**config.mk**
```make
export PLATFORM = sky130hd
export DESIGN_NAME = uart_tx_fifo
export DESIGN_NICKNAME = d
export VERILOG_FILES = /design/src/rtl/uart_pkg.sv /design/src/rtl/sync_fifo.sv /design/src/rtl/uart_tx_fifo.sv
export SDC_FILE = /design/constraint.sdc
export NUM_CORES = 1
export LEC_CHECK = 0
export ABC_AREA = 1
export CELL_PAD_IN_SITES_DETAIL_PLACEMENT = 0
export CELL_PAD_IN_SITES_GLOBAL_PLACEMENT = 1
export CORE_MARGIN = 2
export CORE_UTILIZATION = 46
export CTS_CLUSTER_SIZE = 8
export DETAILED_ROUTE_END_ITERATION = 10
export GPL_TIMING_DRIVEN = 0
export HOLD_SLACK_MARGIN = 0.1
export PLACE_DENSITY_LB_ADDON = 0.1
export SYNTH_ARGS = -nofsm -noshare
export SYNTH_HDL_FRONTEND = slang
export SYNTH_HIERARCHICAL = 1
export SYNTH_SLANG_ARGS = --single-unit
export TNS_END_PERCENT = 5
```
**constraint.sdc**
```tcl
create_clock -name clk -period 2.45 [get_ports clk]
set_input_delay 0.3675 -clock clk [delete_from_list [all_inputs] [get_ports clk]]
set_output_delay 0.3675 -clock clk [all_outputs]
set_load 0.005 [all_outputs]
```
**src/rtl/uart_pkg.sv**
```systemverilog
// Shared definitions for the buffered UART transmitter: parity encodings,
// transmit FSM states and the bit-period calculation.
package uart_pkg;

  localparam int unsigned PAR_NONE = 0;
  localparam int unsigned PAR_EVEN = 1;
  localparam int unsigned PAR_ODD  = 2;

  typedef enum logic [2:0] {
    StIdle,
    StStart,
    StData,
    StParity,
    StStop
  } uart_state_e;

  // Clock cycles per bit, rounded to the nearest integer.
  function automatic int unsigned calc_div(input int unsigned clk_hz, input int unsigned baud);
    return (clk_hz + baud / 2) / baud;
  endfunction

endpackage

```
**src/rtl/sync_fifo.sv**
```systemverilog
// Single-clock FIFO with first-word fall-through read data, occupancy count
// and full/empty flags derived from the count.
module sync_fifo #(
  parameter int unsigned WIDTH = 8,
  parameter int unsigned DEPTH = 4
) (
  input  logic                     clk,
  input  logic                     rst,
  input  logic                     i_push,
  input  logic [WIDTH-1:0]         i_wdata,
  input  logic                     i_pop,
  output logic [WIDTH-1:0]         o_rdata,
  output logic [$clog2(DEPTH):0]   o_count,
  output logic                     o_full,
  output logic                     o_empty
);

  localparam int unsigned PTR_W = (DEPTH > 1) ? $clog2(DEPTH) : 1;
  localparam int unsigned CNT_W = $clog2(DEPTH) + 1;

  logic [WIDTH-1:0] r_mem [DEPTH];
  logic [PTR_W-1:0] r_wr_ptr;
  logic [PTR_W-1:0] r_rd_ptr;
  logic [CNT_W-1:0] r_count;
  logic             w_do_push;
  logic             w_do_pop;

  assign o_full    = (r_count == CNT_W'(DEPTH));
  assign o_empty   = (r_count == '0);
  assign o_count   = r_count;
  assign o_rdata   = r_mem[r_rd_ptr];
  // No bypass: a full FIFO refuses a push even when a pop happens this cycle.
  assign w_do_push = i_push && !o_full;
  assign w_do_pop  = i_pop && !o_empty;

  always_ff @(posedge clk or posedge rst) begin
    if (rst) begin
      r_wr_ptr <= '0;
      r_rd_ptr <= '0;
      r_count  <= '0;
    end else begin
      if (w_do_push) r_wr_ptr <= r_wr_ptr + PTR_W'(1);
      if (w_do_pop)  r_rd_ptr <= r_rd_ptr + PTR_W'(1);
      case ({w_do_push, w_do_pop})
        2'b10:   r_count <= r_count + CNT_W'(1);
        2'b01:   r_count <= r_count - CNT_W'(1);
        default: r_count <= r_count;
      endcase
    end
  end

  always_ff @(posedge clk) begin
    if (w_do_push) r_mem[r_wr_ptr] <= i_wdata;
  end

endmodule

```
**src/rtl/uart_tx_fifo.sv**
```systemverilog
// UART transmitter fed by a transmit FIFO; configurable data bits, parity and
// stop bits, with back-to-back frames whenever words are queued.
module uart_tx_fifo
  import uart_pkg::*;
#(
  parameter int unsigned CLK_HZ     = 100_000_000,
  parameter int unsigned BAUD       = 9600,
  parameter int unsigned DATA_BITS  = 8,
  parameter int unsigned PARITY     = 0,
  parameter int unsigned STOP_BITS  = 1,
  parameter int unsigned FIFO_DEPTH = 4
) (
  input  logic                        clk,
  input  logic                        rst,
  input  logic                        in_valid,
  output logic                        in_ready,
  input  logic [DATA_BITS-1:0]        in_data,
  output logic                        tx,
  output logic                        busy,
  output logic [$clog2(FIFO_DEPTH):0] fifo_count
);

  if (DATA_BITS < 5 || DATA_BITS > 9) begin : g_bad_data_bits
    $error("uart_tx_fifo: DATA_BITS must be 5..9");
  end
  if (PARITY != PAR_NONE && PARITY != PAR_EVEN && PARITY != PAR_ODD) begin : g_bad_parity
    $error("uart_tx_fifo: PARITY must be 0, 1 or 2");
  end
  if (STOP_BITS != 1 && STOP_BITS != 2) begin : g_bad_stop_bits
    $error("uart_tx_fifo: STOP_BITS must be 1 or 2");
  end
  if (FIFO_DEPTH < 2 || (FIFO_DEPTH & (FIFO_DEPTH - 1)) != 0) begin : g_bad_depth
    $error("uart_tx_fifo: FIFO_DEPTH must be a power of two >= 2");
  end
  if (BAUD == 0 || CLK_HZ < BAUD) begin : g_bad_baud
    $error("uart_tx_fifo: BAUD must be nonzero and not exceed CLK_HZ");
  end

  localparam int unsigned DIV   = calc_div(CLK_HZ, BAUD);
  localparam int unsigned CNT_W = (DIV > 1) ? $clog2(DIV) : 1;
  localparam int unsigned IDX_W = $clog2(DATA_BITS);

  uart_state_e          r_state;
  logic [CNT_W-1:0]     r_cnt;
  logic [IDX_W-1:0]     r_bit_idx;
  logic                 r_stop_idx;
  logic [DATA_BITS-1:0] r_shift;
  logic                 r_tx;

  uart_state_e          w_state_d;
  logic [CNT_W-1:0]     w_cnt_d;
  logic [IDX_W-1:0]     w_bit_idx_d;
  logic                 w_stop_idx_d;
  logic [DATA_BITS-1:0] w_shift_d;
  logic                 w_tx_d;
  logic                 w_tick;
  logic                 w_last_bit;
  logic                 w_last_stop;
  logic                 w_par_bit;
  logic                 w_pop;
  logic                 w_fifo_full;
  logic                 w_fifo_empty;
  logic [DATA_BITS-1:0] w_fifo_rdata;

  sync_fifo #(
    .WIDTH (DATA_BITS),
    .DEPTH (FIFO_DEPTH)
  ) u_fifo (
    .clk     (clk),
    .rst     (rst),
    .i_push  (in_valid),
    .i_wdata (in_data),
    .i_pop   (w_pop),
    .o_rdata (w_fifo_rdata),
    .o_count (fifo_count),
    .o_full  (w_fifo_full),
    .o_empty (w_fifo_empty)
  );

  assign in_ready    = !w_fifo_full;
  assign busy        = (r_state != StIdle) || (fifo_count != '0);
  assign tx          = r_tx;
  assign w_tick      = (r_cnt == CNT_W'(DIV - 1));
  assign w_last_bit  = (r_bit_idx == IDX_W'(DATA_BITS - 1));
  assign w_last_stop = (r_stop_idx == 1'(STOP_BITS - 1));
  assign w_par_bit   = (PARITY == PAR_ODD) ? ~^w_shift_d : ^w_shift_d;

  always_comb begin
    w_state_d    = r_state;
    w_bit_idx_d  = r_bit_idx;
    w_stop_idx_d = r_stop_idx;
    w_shift_d    = r_shift;
    w_pop        = 1'b0;

    // Held at zero while idle so the first bit of a frame gets a full period.
    if (r_state == StIdle || w_tick) w_cnt_d = '0;
    else                             w_cnt_d = r_cnt + CNT_W'(1);

    case (r_state)
      StIdle: begin
        if (!w_fifo_empty) begin
          w_pop       = 1'b1;
          w_shift_d   = w_fifo_rdata;
          w_bit_idx_d = '0;
          w_state_d   = StStart;
        end
      end
      StStart: begin
        if (w_tick) w_state_d = StData;
      end
      StData: begin
        if (w_tick) begin
          if (w_last_bit) begin
            w_stop_idx_d = 1'b0;
            w_state_d    = (PARITY != PAR_NONE) ? StParity : StStop;
          end else begin
            w_bit_idx_d = r_bit_idx + IDX_W'(1);
          end
        end
      end
      StParity: begin
        if (w_tick) begin
          w_stop_idx_d = 1'b0;
          w_state_d    = StStop;
        end
      end
      StStop: begin
        if (w_tick) begin
          if (!w_last_stop) begin
            w_stop_idx_d = 1'b1;
          end else if (!w_fifo_empty) begin
            // Chain straight into the next frame without an idle gap.
            w_pop       = 1'b1;
            w_shift_d   = w_fifo_rdata;
            w_bit_idx_d = '0;
            w_state_d   = StStart;
          end else begin
            w_state_d = StIdle;
          end
        end
      end
      default: w_state_d = StIdle;
    endcase
  end

  // Line level is decided from the state being entered so tx is a clean flop output.
  always_comb begin
    w_tx_d = 1'b1;
    case (w_state_d)
      StStart:  w_tx_d = 1'b0;
      StData:   w_tx_d = w_shift_d[w_bit_idx_d];
      StParity: w_tx_d = w_par_bit;
      default:  w_tx_d = 1'b1;
    endcase
  end

  always_ff @(posedge clk or posedge rst) begin
    if (rst) begin
      r_state    <= StIdle;
      r_cnt      <= '0;
      r_bit_idx  <= '0;
      r_stop_idx <= 1'b0;
      r_shift    <= '0;
      r_tx       <= 1'b1;
    end else begin
      r_state    <= w_state_d;
      r_cnt      <= w_cnt_d;
      r_bit_idx  <= w_bit_idx_d;
      r_stop_idx <= w_stop_idx_d;
      r_shift    <= w_shift_d;
      r_tx       <= w_tx_d;
    end
  end

endmodule

```
==> qor.yml, run 1 <==
clock_tree:
  numCtsBuffers: 9
  worst_skew_pair.late_latency_ns: 0.35
  htree_num_levels: 3
  cts_tree: "yes"
  worst_path_clk_slew_ns: 0.08
  hold_buffers: 0
  clockBufferDepth: 2
  clock_sinks: 68
  ctsRootBufferMaster: "clkbuf_8"
floorplanning:
  die_height_um: 98.2
  io-pin-count: 17
  die_w_um: 98.2
  initial_core_utilization_pct: 47.0
  fp-row-count: 34
  core-area_mm2: 0.00868
  fp.dieArea_mm2: 0.00964
pwr:
  pwrdens_mw_per_mm2: 1210
  sequential_power_share_pct: 28.8
  intPower_mw: 3.17
  totalPowerFinal_mw: 5.71
  static-leakage-power_nw: 2.17
  netSwitchingPower_mw: 2.54
  switching_share_pct: 44.5
  ir_worst_vdd_mv: 0.535
  power.share.combinational_pct: 54.5
  pwr-share-clk_pct: 16.7
finish:
  fillerInstances: 848
  n_antenna_cell: 0
  layout.cell_area.non_filler_mm2: 0.00473
  drive_gt1_share_pct: 21.5
  final-instance-count-excl-fill: 647
  finish.utilization_pct: 54.5
  finish.net_count: 554
  area_growth_pct: 16.0
setup_path:
  worst-setup-path-type: "reg2reg"
  critical_path.max_fanout: 6
  signal_arrival_time_at_the_worst_endpoint_ns: 2.53
  worst_ep_required_time_ns: 2.68
  cp-startpoint: "r_cnt[0]"
  startpoint_type: "flop"
  critical_path.reg2reg.startpoint: "r_cnt[0]"
  crit_path_end_kind: "flop"
detailed_routing:
  drt-total-wl_um: 8870
  drt.antenna.violating_nets: 0
  routed_via_density: 5.06
  initialDrtViolationCount: 128
  drc_errors: 0
  route.detailed.wl_per_inst_um: 13.7
  detailroute.via_count: 3271
  drt_first_pass_iters: 5
placed_design:
  gp_congestion: 0.814
  place_inst: 618
  placed_area_mm2: 0.00437
  io_buffer_count: 16
  post-dp-hpwl_um: 6310
global_routing:
  met1_usage_pct: 24.1
  initial_antenna_violation_count: 0
  grt_pass1_wl_um: 14600
  total_overflow_reported_by_the_global_router: 0
  number_of_global_route_vias_before_repair: 3159
  grt_start_max_net_pins: 30
  grt_use_met2_pct: 32.4
  global_route.usage.total_pct: 19.1
  grtUsageMet3_pct: 4.44
  gr-max-usage-layer: "met2"
synthesis:
  synthArstFlopShare_pct: 52.9
  synth_area_per_cell_um2: 8.26
  synth_seq_cells: 68
  yosysSeqAreaShare_pct: 45.7
  syn_inst: 494
  yosys_most_used_dff: "dfrtp_1"
  yosys.cell_types.count: 43
  synth.yosys.warnings: 6
  total_nets_after_synthesis: 514
  number_of_enable_flip_flop_cells_after_synthesis: 32
  synthesized_area_mm2: 0.00408
sta:
  report.final.slew_viol_count: 0
  min_clock_period_post_route_ns: 2.30
  timing.final.crit_share_pct: 93.8
  timing.max_slew.rel_slack_pct: 21.0
  fmax_ghz: 0.435
  worst_pin_slew_ns: 1.18
  final-setup-viol-count: 0
  clock_skew_ns: 0.0127
  fin_hold_ws_ns: 0.291
  timing_hold_violations_final: 0
hold_path:
  min-delay-path-class: "in2async"
flow_run:
  drv_cap: 0
status:
  outcome: "finished, final reports clean"
## flip-flops by register name, summed over array words and instances (netlist names)
name             cells
r_bit_idx            3
tx                   1
r_shift              8
u_fifo/r_mem        32
r_state              3
u_fifo/o_count       3
u_fifo/r_rd_ptr      2
r_cnt               14
u_fifo/r_wr_ptr      2
## per-layer routing
metal / wire length (um) / vias to the layer above
met5: 0 / -
met4: 172 / 0
met3: 268 / 16
met2: 4240 / 52
met1: 4190 / 1528
li1: - / 1675
## synthesized netlist by cell type (2+ instances only)
library cell  instances  area share (%)
a21oi_1               3            0.37
or2_1                 2            0.31
or2_2                 5            0.77
inv_2                10            0.92
nand3_1              40             4.9
a31oi_1               4            0.61
edfxtp_1             32              24
nor3_1                7            0.86
nand2_8               2            0.98
inv_1                65             6.0
xnor2_1               2            0.43
o22ai_1               2            0.31
nand3_2               3            0.74
o21ai_0              10             1.2
buf_4                 4            0.74
nor2_2                6            0.92
nand2_1             141              13
dfrtp_1              35              21
nor2_4                4             1.1
nand4_1               4            0.61
a221oi_1              2            0.43
nor2_1               37             3.4
nand2_2              14             2.1
nand2_4              10             2.8
o211ai_1             17             3.1
o21ai_1               5            0.61
buf_6                 4             1.1
nor3b_1               2            0.37
ha_1                  8             2.5
## final timing paths
kind                                            to  slack (ns)  cells past startpoint
worst max-delay path             u_fifo/o_count[2]        0.15                     17
worst min-delay path            u_fifo/r_wr_ptr[1]        0.29                      2
worst max register to register   u_fifo/o_count[2]        0.15                     17
worst min register to register            r_cnt[0]        0.48                      1
max in group asynchronous                 r_cnt[7]        1.01                      2
min in group clk                          r_cnt[0]        0.48                      1
## logic make-up (layout without fill, tap and decap cells)
| logic type | count (synthesis) | after routing | synth area share, % |
|---|---|---|---|
| DFF | 68 | 68 | 45.7 |
| adders and majority gates | 9 | 9 | 2.94 |
| AOI/OAI and AO/OA | 46 | 46 | 7.27 |
| buffers and inverters | 87 | 132 | 9.54 |
| xor gates and xnor gates | 3 | 3 | 0.644 |
| and+or+nand+nor | 281 | 281 | 33.9 |
## per-stage QoR
step                TNS (ns)  setup slack, ns
CTS                        0           0.0267
global placement     -0.0148          -0.0148
detailed placement   -0.0343          -0.0343
finish                     0            0.152
global route         -0.0204          -0.0204
floorplan                  0            0.219
## worst max-delay path: stages (launching register included)
cell     delay (ns)
dfrtp_1        0.41
inv_2          0.10
ha_4           0.15
nand2_2        0.07
nor2_4         0.13
nand2_4        0.09
nand2_8        0.09
nand2_8        0.08
inv_8          0.08
nand2_1        0.07
inv_1          0.06
ha_2           0.17
inv_2          0.05
fa_2           0.38
nand2_2        0.08
nand3_1        0.07
nand2_1        0.05
nand2_1        0.04
## power by group through the flow
stage / sequential (mW) / combinational, mW / clock [mW]
2_1_floorplan: 1.64 / 2.22 / 0
3_3_place_gp: 1.66 / 2.84 / 0
3_5_place_dp: 1.67 / 2.88 / 0
4_1_cts: 1.65 / 2.89 / 0.986
5_1_grt: 1.67 / 3.52 / 1.05
6_report: 1.65 / 3.12 / 0.954
## timing repair
item,CTS,global route
cloned,0,1
pin swaps,1,7
resized for setup,1,22
buffers inserted,2,10
setup endpoints to repair,1,3
endpoints found under the hold margin,0,0
## cell usage in the layout, fill, tap and decap left out, drive strengths merged, types with 7 or more instances in the layout
cell type and instances:
ha 8, o211ai 17, nand3 43, clkbuf 11, nand2 167, o21ai 15, edfxtp 32, buf 21
nor2 48, clkdlybuf4s50 16, inv 79, dfrtp 35, or2 7, nor3 8
## layout make-up
| class | count | area (um2) | area share, % |
|---|---|---|---|
| clock inverter | 7 | 73.8 | 1.56 |
| inverter | 77 | 299 | 6.32 |
| multi-input combinational | 339 | 1880 | 39.7 |
| sequential | 68 | 1860 | 39.4 |
| tap | 108 | 135 | 2.86 |
| clock buffer | 9 | 124 | 2.62 |
| timing repair buffer | 29 | 255 | 5.40 |
| buffer | 10 | 100 | 2.12 |
No activity file was read; power rests on OpenSTA's default activity.
==> run 2: changes to the inputs <==
SKIP_CTS_REPAIR_TIMING = 1   (was unset)
==> run 2 against run 1 <==
Net effect: critical path depth unchanged; die area did not move; power is 0.26% lower; register-to-register slack barely moved; sequential power hardly changed; cell area increased by 0.16%; worst hold slack got worse by 0.0087 ns; critical path type unchanged; critical endpoint unchanged; highest routed layer unchanged.
==> qor.yml, run 2 (synthesis gave the netlist of run 1 again) <==
status:
  outcome: "finished, final reports clean"
floorplanning:
  fp-row-count: 34
  initial_core_utilization_pct: 47.0
  die_w_um: 98.2
  io-pin-count: 17
  die_height_um: 98.2
  core-area_mm2: 0.00868
  fp.dieArea_mm2: 0.00964
pwr:
  static-leakage-power_nw: 2.17
  switching_share_pct: 44.4
  sequential_power_share_pct: 28.9
  intPower_mw: 3.17
  pwrdens_mw_per_mm2: 1200
  power.share.combinational_pct: 54.4
  ir_worst_vdd_mv: 0.536
  totalPowerFinal_mw: 5.70
  pwr-share-clk_pct: 16.7
  netSwitchingPower_mw: 2.53
sta:
  clock_skew_ns: 0.0105
  setup_ws_ns: 0.150
  fin_hold_ws_ns: 0.282
  min_clock_period_post_route_ns: 2.30
  report.final.slew_viol_count: 0
  timing.final.crit_share_pct: 93.9
  timing_hold_violations_final: 0
  timing.max_slew.rel_slack_pct: 20.6
  worst_pin_slew_ns: 1.19
  fmax_ghz: 0.435
  final-setup-viol-count: 0
detailed_routing:
  drc_errors: 0
  initialDrtViolationCount: 121
  drt_first_pass_iters: 7
  route.detailed.wl_per_inst_um: 13.6
  routed_via_density: 5.06
  drt-total-wl_um: 8820
  detailroute.via_count: 3278
  drt.antenna.violating_nets: 0
finish:
  top_reg_by_flops: "u_fifo/r_mem"
  drive_gt1_share_pct: 22.2
  mostFrequentLayoutCell: "nand2_1"
  finish.net_count: 555
  largest_register_ff_count: 32
  finish.utilization_pct: 54.6
  area_growth_pct: 16.2
  layout_top_registers: "u_fifo/r_mem (32), r_cnt (14), r_shift (8)"
  n_antenna_cell: 0
  layout.cells.most_common_list: "138 x nand2_1, 58 x inv_1, 39 x nand3_1, 35 x nor2_1"
  layout.cell_area.non_filler_mm2: 0.00474
setup_path:
  signal_arrival_time_at_the_worst_endpoint_ns: 2.54
  startpoint_type: "flop"
  path_depth_of_the_worst_reg2reg_path: 17
  timing.rr.end: "u_fifo/o_count[2]"
  critical_path.reg2reg.startpoint: "r_cnt[0]"
  worst-setup-path-type: "reg2reg"
  crit_path_end_kind: "flop"
  critical_path.max_fanout: 6
  worstPathCellList: "inv_2 -> ha_4 -> nand2_2 -> nor2_4 -> nand2_4 -> nand2_8 -> nand2_8 -> inv_8 -> nand2_1 -> inv_1 -> ha_2 -> inv_2 -> fa_2 -> nand2_2 -> nand3_1 -> nand2_1 -> nand2_1"
  critical_path_buf_inv_count: 4
  delay_of_the_slowest_cell_on_the_worst_path_ns: 0.41
  worst-r2r-setup-slack_ns: 0.15
  crit_slowest_cell: "dfrtp_1"
  worst_ep_required_time_ns: 2.69
  cp_top_family: "simple AND/OR/NAND/NOR gates"
  timing.critical_path.mode_cell: "nand2_1"
global_routing:
  number_of_global_route_vias_before_repair: 3150
  grt_start_max_net_pins: 30
  grt_pass1_wl_um: 14500
  initial_antenna_violation_count: 0
  global_route.usage.total_pct: 19.0
  total_overflow_reported_by_the_global_router: 0
clock_tree:
  worst_path_clk_slew_ns: 0.08
  clockBufferDepth: 2
  numCtsBuffers: 9
  ctsRootBufferMaster: "clkbuf_8"
  htree_num_levels: 3
  cts_tree: "yes"
  clock_sinks: 68
  worst_skew_pair.late_latency_ns: 0.35
placed_design:
  gp_congestion: 0.814
  post-dp-hpwl_um: 6310
  io_buffer_count: 16
  placed_area_mm2: 0.00437
  dp_worst_setup_slack_ns: -0.0343
flow_run:
  drv_cap: 0
hold_path:
  min-delay-path-class: "in2async"
-- run 2: worst max path at each step --
stage              from                 to  slack (ns)  cells past startpoint
3_3_place_gp   r_cnt[0]  u_fifo/o_count[2]       -0.01                     17
2_1_floorplan  r_cnt[0]  u_fifo/o_count[2]        0.22                     17
6_report       r_cnt[0]  u_fifo/o_count[2]        0.15                     17
4_1_cts        r_cnt[0]  u_fifo/o_count[2]       -0.06                     17
5_1_grt        r_cnt[0]  u_fifo/o_count[2]       -0.03                     17
3_5_place_dp   r_cnt[0]  u_fifo/o_count[2]       -0.03                     17
-- run 2: final cells by class --
cell class / instances / area, um2
inverters: 77 / 299
flip-flops and latches: 68 / 1870
clock inverters: 7 / 73.8
repair buffers: 30 / 263
multi-input cells: 339 / 1880
well taps: 108 / 135
clock buffers: 9 / 124
plain buffers: 10 / 100
fillers: 856 / 3940
-- run 2: per-layer routing --
| layer | track usage, % | part of all wire, % |
|---|---|---|
| met3 | 4.44 | 2.8 |
| met1 | 23.8 | 47 |
| met5 | 0 | 0 |
| met4 | 6.53 | 2.1 |
| met2 | 32.3 | 48 |
-- run 2: metrics by stage --
| stage | std cells | setup TNS [ns] |
|---|---|---|
| 4_1_cts | 634 | -0.0601 |
| 3_3_place_gp | 618 | -0.0148 |
| 5_1_grt | 648 | -0.0254 |
| 3_5_place_dp | 618 | -0.0343 |
| 2_1_floorplan | 494 | 0 |
| 6_report | 648 | 0 |
-- run 2: worst reg2reg max path, cell delays in order (launching register included) --
cell and delay [ns]:
dfrtp_1 0.41, inv_2 0.10, ha_4 0.15, nand2_2 0.07
nor2_4 0.13, nand2_4 0.10, nand2_8 0.10, nand2_8 0.08
inv_8 0.08, nand2_1 0.07, inv_1 0.06, ha_2 0.17
inv_2 0.05, fa_2 0.38, nand2_2 0.08, nand3_1 0.07
nand2_1 0.05, nand2_1 0.04
-- run 2: power groups by stage --
stage / Sequential, mW / Clock [mW] / Combinational (mW)
2_1_floorplan: 1.64 / 0 / 2.22
3_3_place_gp: 1.66 / 0 / 2.84
3_5_place_dp: 1.67 / 0 / 2.88
4_1_cts: 1.65 / 0.986 / 2.89
5_1_grt: 1.67 / 1.05 / 3.50
6_report: 1.64 / 0.954 / 3.10
